## src/rtl/wb_pkg.sv

```systemverilog
// Shared types and helpers for the writeback merge unit.
package wb_pkg;

  localparam int WB_SRC_PIPE = 0;
  localparam int WB_DW       = 32;
  localparam int WB_AW       = 5;

  // One buffered accelerator result at the default port widths.
  typedef struct packed {
    logic [WB_AW-1:0] regAddr;
    logic [WB_DW-1:0] data;
  } wbEntry_t;

  function automatic int src_w(input int numAcc);
    return $clog2(numAcc + 1);
  endfunction

endpackage

```

## src/rtl/wb_acc_fifo.sv

```systemverilog
// Per-channel result FIFO: synchronous push/pop, registered occupancy count.
module wb_acc_fifo #(
  parameter int DW    = 32,
  parameter int AW    = 5,
  parameter int DEPTH = 4
) (
  input  logic          clk,
  input  logic          rst,
  input  logic          push,
  input  logic          pop,
  input  logic [DW-1:0] pushData,
  input  logic [AW-1:0] pushReg,
  output logic [DW-1:0] popData,
  output logic [AW-1:0] popReg,
  output logic          full,
  output logic          empty
);

  localparam int PW = $clog2(DEPTH);

  logic [AW+DW-1:0] mem [DEPTH];
  logic [PW-1:0]    wrPtr;
  logic [PW-1:0]    rdPtr;
  logic [PW:0]      count;
  logic             doPush;
  logic             doPop;

  assign full   = (count == (PW+1)'(DEPTH));
  assign empty  = (count == '0);
  assign doPush = push && !full;
  assign doPop  = pop && !empty;
  assign {popReg, popData} = mem[rdPtr];

  always_ff @(posedge clk) begin
    if (rst) begin
      wrPtr <= '0;
      rdPtr <= '0;
      count <= '0;
    end else begin
      if (doPush) wrPtr <= wrPtr + 1'b1;
      if (doPop)  rdPtr <= rdPtr + 1'b1;
      case ({doPush, doPop})
        2'b10:   count <= count + 1'b1;
        2'b01:   count <= count - 1'b1;
        default: count <= count;
      endcase
    end
  end

  // Storage is never reset; a flush only rewinds the pointers.
  always_ff @(posedge clk) begin
    if (doPush) mem[wrPtr] <= {pushReg, pushData};
  end

endmodule

```

## src/rtl/wb_merge_unit.sv

```systemverilog
// Writeback merge: pipeline writes win, buffered accelerator results drain round-robin.
module wb_merge_unit
  import wb_pkg::*;
#(
  parameter int DW      = 32,
  parameter int AW      = 5,
  parameter int NUM_ACC = 2,
  parameter int DEPTH   = 4
) (
  input  logic                        Clk,
  input  logic                        Reset,
  input  logic [DW-1:0]               MEM_WB_ReadData,
  input  logic [DW-1:0]               MEM_WB_ALUResult,
  input  logic                        MEM_WB_MemtoReg,
  input  logic                        MEM_WB_RegWrite,
  input  logic [AW-1:0]               MEM_WB_WriteReg,
  input  logic [NUM_ACC-1:0]          acc_valid,
  input  logic [NUM_ACC*DW-1:0]       acc_data,
  input  logic [NUM_ACC*AW-1:0]       acc_reg,
  output logic [NUM_ACC-1:0]          acc_ready,
  output logic [DW-1:0]               WB_WriteData,
  output logic [AW-1:0]               WB_WriteReg,
  output logic                        WB_RegWrite,
  output logic [src_w(NUM_ACC)-1:0]   WB_Source,
  output logic                        acc_pending
);

  localparam int SW    = src_w(NUM_ACC);
  localparam int PTR_W = (NUM_ACC > 1) ? $clog2(NUM_ACC) : 1;

  logic [NUM_ACC-1:0] fifoFull;
  logic [NUM_ACC-1:0] fifoEmpty;
  logic [NUM_ACC-1:0] push;
  logic [NUM_ACC-1:0] pop;
  logic [DW-1:0]      popData [NUM_ACC];
  logic [AW-1:0]      popReg  [NUM_ACC];
  logic               slotTaken;
  logic               grantValid;
  logic [PTR_W-1:0]   grantIdx;
  logic [PTR_W-1:0]   rrPtr;

  assign slotTaken   = MEM_WB_RegWrite && (MEM_WB_WriteReg != '0);
  assign acc_ready   = ~fifoFull;
  assign push        = acc_valid & acc_ready;
  assign acc_pending = |(~fifoEmpty);

  for (genvar c = 0; c < NUM_ACC; c++) begin : gAcc
    wb_acc_fifo #(.DW(DW), .AW(AW), .DEPTH(DEPTH)) uFifo (
      .clk      (Clk),
      .rst      (Reset),
      .push     (push[c]),
      .pop      (pop[c]),
      .pushData (acc_data[c*DW +: DW]),
      .pushReg  (acc_reg[c*AW +: AW]),
      .popData  (popData[c]),
      .popReg   (popReg[c]),
      .full     (fifoFull[c]),
      .empty    (fifoEmpty[c])
    );
  end

  // First non-empty channel at or after the round-robin pointer.
  always_comb begin
    int idx;
    idx        = 0;
    grantValid = 1'b0;
    grantIdx   = '0;
    for (int k = 0; k < NUM_ACC; k++) begin
      idx = (int'(rrPtr) + k) % NUM_ACC;
      if (!grantValid && !fifoEmpty[PTR_W'(idx)]) begin
        grantValid = 1'b1;
        grantIdx   = PTR_W'(idx);
      end
    end
  end

  always_comb begin
    pop = '0;
    if (!slotTaken && grantValid) pop[grantIdx] = 1'b1;
  end

  // Output register stage
  always_ff @(posedge Clk) begin
    if (Reset) begin
      WB_RegWrite  <= 1'b0;
      WB_WriteReg  <= '0;
      WB_WriteData <= '0;
      WB_Source    <= '0;
      rrPtr        <= '0;
    end else if (slotTaken) begin
      WB_RegWrite  <= 1'b1;
      WB_WriteReg  <= MEM_WB_WriteReg;
      WB_WriteData <= MEM_WB_MemtoReg ? MEM_WB_ReadData : MEM_WB_ALUResult;
      WB_Source    <= SW'(WB_SRC_PIPE);
    end else if (grantValid) begin
      WB_RegWrite  <= (popReg[grantIdx] != '0);
      WB_WriteReg  <= popReg[grantIdx];
      WB_WriteData <= popData[grantIdx];
      WB_Source    <= SW'(grantIdx) + 1'b1;
      rrPtr        <= (grantIdx == PTR_W'(NUM_ACC - 1)) ? '0 : grantIdx + 1'b1;
    end else begin
      WB_RegWrite  <= 1'b0;
    end
  end

endmodule

```

## config.mk

```make
export PLATFORM = sky130hd
export DESIGN_NAME = wb_merge_unit
export DESIGN_NICKNAME = d
export VERILOG_FILES = /design/src/rtl/wb_pkg.sv /design/src/rtl/wb_acc_fifo.sv /design/src/rtl/wb_merge_unit.sv
export SDC_FILE = /design/constraint.sdc
export NUM_CORES = 1
export LEC_CHECK = 0
export BUFFER_PORTS_ARGS = -buffer_cell sky130_fd_sc_hd__buf_4
export CAP_MARGIN = 20
export CORE_MARGIN = 5
export CORE_UTILIZATION = 45
export CTS_BUF_LIST = sky130_fd_sc_hd__clkbuf_8
export DETAILED_ROUTE_END_ITERATION = 10
export SYNTH_ARGS = -nofsm -noshare
export SYNTH_HDL_FRONTEND = slang
export SYNTH_SLANG_ARGS = --single-unit
```

## constraint.sdc

```tcl
create_clock -name Clk -period 3.2 [get_ports Clk]
set_input_delay 0.64 -clock Clk [delete_from_list [all_inputs] [get_ports Clk]]
set_output_delay 0.64 -clock Clk [all_outputs]
set_load 0.02 [all_outputs]
```

==> metrics.md <==
| Metric | Value |
|---|---|
| Hold Path Class | primary input to flop |
| Multi-input gate area | 0.00377 mm² |
| FMAX | 366 MHz |
| Pwr Density | 716 mW/mm² |
| I/O Buffers | 191 |
| #FFs+latches synth | 355 |
| Post_cts resized | 0 |
| CTS tree | yes |
| Post-Synthesis Cells | 757 |
| Layout Area Growth over Synthesis | 22.8% |
| Post-DRT Antenna Nets | 0 |
| Wire length of the first global-routing pass | 50.1 mm |
| Count of cell types in the netlist | 36 |
| Fin crit share | 85.3% |
| Top-Level Pins | 192 |
| Placement row count | 64 |
| TritonCTS buffer count | 57 |
| Nets | 1144 |
| Post-synthesis sequential area ratio | 71.6% |
| Worst slew pin tran | 0.803 ns |
| # DRC | 0 |
| Die Ht | 187 µm |
| Crit path launch type | flop |
| Sink Count | 355 |
| Synth area leaders | edfxtp_1 63%, mux4_2 12%, dfxtp_1 8.4% |
| Setup Crit Path Kind | flop to primary output |
| Final Hold Viols | 0 |
| Max-cap viol count | 0 |
| Initial Util | 45.7% |
| Via count | 7752 |
| Fill cells | 2484 |
| Cell taking the most area after synthesis | edfxtp_1 |
| Root buffer cell | clkbuf_8 |
| Die ar. | 0.0349 mm² |
| Die X | 187 µm |
| Int Pwr | 8.83 mW |
| H-tree lvl count | 2 |
| Syn avg cell area | 18.6 µm² |
| Setup TNS Final | 0 ns |
| Core Area | 0.0307 mm² |
| Slowest cell on crit path | buf_4 |
| Slew margin rel. | 46.5% |
| Area share of the leading cell type in the synthesized netlist | 63.2% |
| Layout cells sized above 1 | 37.7% |
| Clk pwr share | 30.2% |
| Grt ovf | 0 |
| Pre-antenna DRT Iters | 4 |
| Antenna violations before repair | 3 |
| Max-slew violation count | 0 |
| Setup Fix Bufs, Post-CTS | 0 |
| Most numerous cell on the critical path | buf_4 |
| Switching pwr | 3.54 mW |
| WL/cell | 22.5 µm |
| Synth Warn # | 0 |
| Largest net degree at the start of global routing | 71 |
| Slowest stage delay, CP | 0.54 ns |
| Clock-pin slew on the worst setup and hold paths | 0.06 ns |
| Leak | 6.10 nW |
| Period minus WS final | 2.73 ns |
| Combinational share of power | 23.6% |
| CTS Buffer Depth | 3 |
| Worst path cell trace | nor3_4 -> buf_4 -> nand2_1 -> buf_4 |
| Hold depth | 1 |
| Reg area | 0.0101 mm² |
| Mapped Nets | 918 |
| Vias in the first global route | 8380 |
| Mapped Area | 0.0141 mm² |
| Worst-Skew Late Latency | 0.58 ns |
| HPWL Detailed | 20.2 mm |
| Non-filler cells, final | 1428 |
| CP max FO | 44 |
| Critical path required time | 2.56 ns |
| Clock skew | 0.00848 ns |
| Final WL | 32.2 mm |
| Sw frac | 28.6% |
| Final Setup Violations | 0 |
| Sequential power share | 46.2% |
| Placed insts | 1320 |
| Hold WS | 0.261 ns |
| Total power | 12.4 mW |
| GRT Total Usage | 18.5% |
| Global placement routability congestion | 0.723 |
| Status | complete, no violations |
| CP arrival | 2.09 ns |
| R2R cell count | 9 |
| Worst VDD drop | 495 µV |
| 1st-iter DRT viols | 535 |
| Unrepaired setup endpoints after global routing | false |
| CP Capture Type | primary output |
| Routed vias/inst | 5.43 |
| Number of hold buffers added after CTS | 0 |
## stage by stage
step / util, % / cell area, µm² / setup WS [ns]
final: 56.1 / 17300 / 0.470
after global routing: 56.1 / 17300 / 0.329
after CTS: 56.1 / 17300 / 0.433
after detailed placement: 52.4 / 16100 / 0.0768
after global placement: 52.4 / 16100 / 0.0979
after floorplan: - / 14100 / 0.249
## power by group through the flow
stage	Sequential [mW]	Clock (mW)	Combinational, mW
3_3_place_gp	5.81	0	2.95
2_1_floorplan	5.85	0	1.79
5_1_grt	5.77	4.06	3.18
3_5_place_dp	5.82	0	2.98
4_1_cts	5.72	3.84	2.98
6_report	5.71	3.73	2.92
## kinds of logic after synthesis
logic type | share of synthesized area [%]
adders and majority gates | 1.17
buffers and inverters | 1.68
muxes | 16.9
xor gates and xnor gates | 0.685
AOI/OAI and AO/OA | 3.17
DFF | 71.6
and+or+nand+nor | 4.77
## final timing paths
kind / slack [ns] / startpoint / endpoint
worst max-delay path: 0.47 / gAcc[0].uFifo.count[0] / acc_pending
worst max register to register: 0.77 / gAcc[0].uFifo.count[0] / gAcc[0].uFifo.count[2]
worst min-delay path: 0.26 / acc_data[28] / gAcc[0].uFifo.mem[0][28]
worst min register to register: 0.46 / WB_Source[1] / WB_Source[1]
## cells in the mapped netlist, drive strengths merged
| master | count |
|---|---|
| clkbuf | 23 |
| nor3 | 5 |
| mux2i | 71 |
| xnor2 | 6 |
| nand3 | 34 |
| and2 | 2 |
| o31ai | 1 |
| nand2 | 11 |
| nor2b | 33 |
| o21a | 3 |
| nand2b | 1 |
| nor2 | 24 |
| o221ai | 32 |
| buf | 22 |
| ha | 10 |
| xor2 | 5 |
| a21oi | 10 |
| o21ai | 7 |
| and3 | 8 |
| a211oi | 1 |
| inv | 9 |
| fa | 2 |
| nor4b | 1 |
| nand4 | 1 |
| mux4 | 74 |
| edfxtp | 296 |
| or3 | 3 |
| a32oi | 2 |
| dfxtp | 59 |
| or4 | 1 |
## worst max-delay path, delay by kind of cell (launching register included)
family                 cells  cell delay (ns)
buffers and inverters      2             0.73
DFF                        1             0.42
and+or+nand+nor            2             0.35
## per-layer routing
metal / track usage, % / vias to the layer above / share of wire (%) / wire, µm
li1: - / 3515 / - / -
met1: 25.3 / 3938 / 43 / 13900
met2: 30.1 / 241 / 48 / 15400
met3: 4.71 / 52 / 7.1 / 2280
met4: 4.78 / 6 / 1.8 / 583
met5: 0 / - / 0.14 / 46
## registers in the layout, indices dropped and copies added (netlist names), named ones only
register          cells
gAcc.uFifo.mem      296
WB_WriteData         32
gAcc.uFifo.count      6
WB_WriteReg           5
gAcc.uFifo.rdPtr      4
gAcc.uFifo.wrPtr      4
WB_Source             2
WB_RegWrite           1
rrPtr                 1
## cell type report
class                           instances  share of cell area (%)
Clock inverter                         35                   0.877
Multi-Input combinational cell        348                    21.8
Tap cell                              396                    2.87
Sequential cell                       355                    58.4
Antenna cell                            1                  0.0145
Clock buffer                           72                    5.74
Inverter                                9                   0.196
Timing Repair Buffer                  212                    10.1
## layout by cell type (no fill, tap or decap), types with 12 or more instances in the layout
master    count
nand3_1      34
edfxtp_1    296
nor2_1       24
mux2i_1      71
mux4_2       74
nor2b_1      33
o221ai_1     32
clkbuf_8     72
buf_4       200
buf_12       12
dfxtp_1      54
inv_1        26
Power figures use the tool's default switching activity.
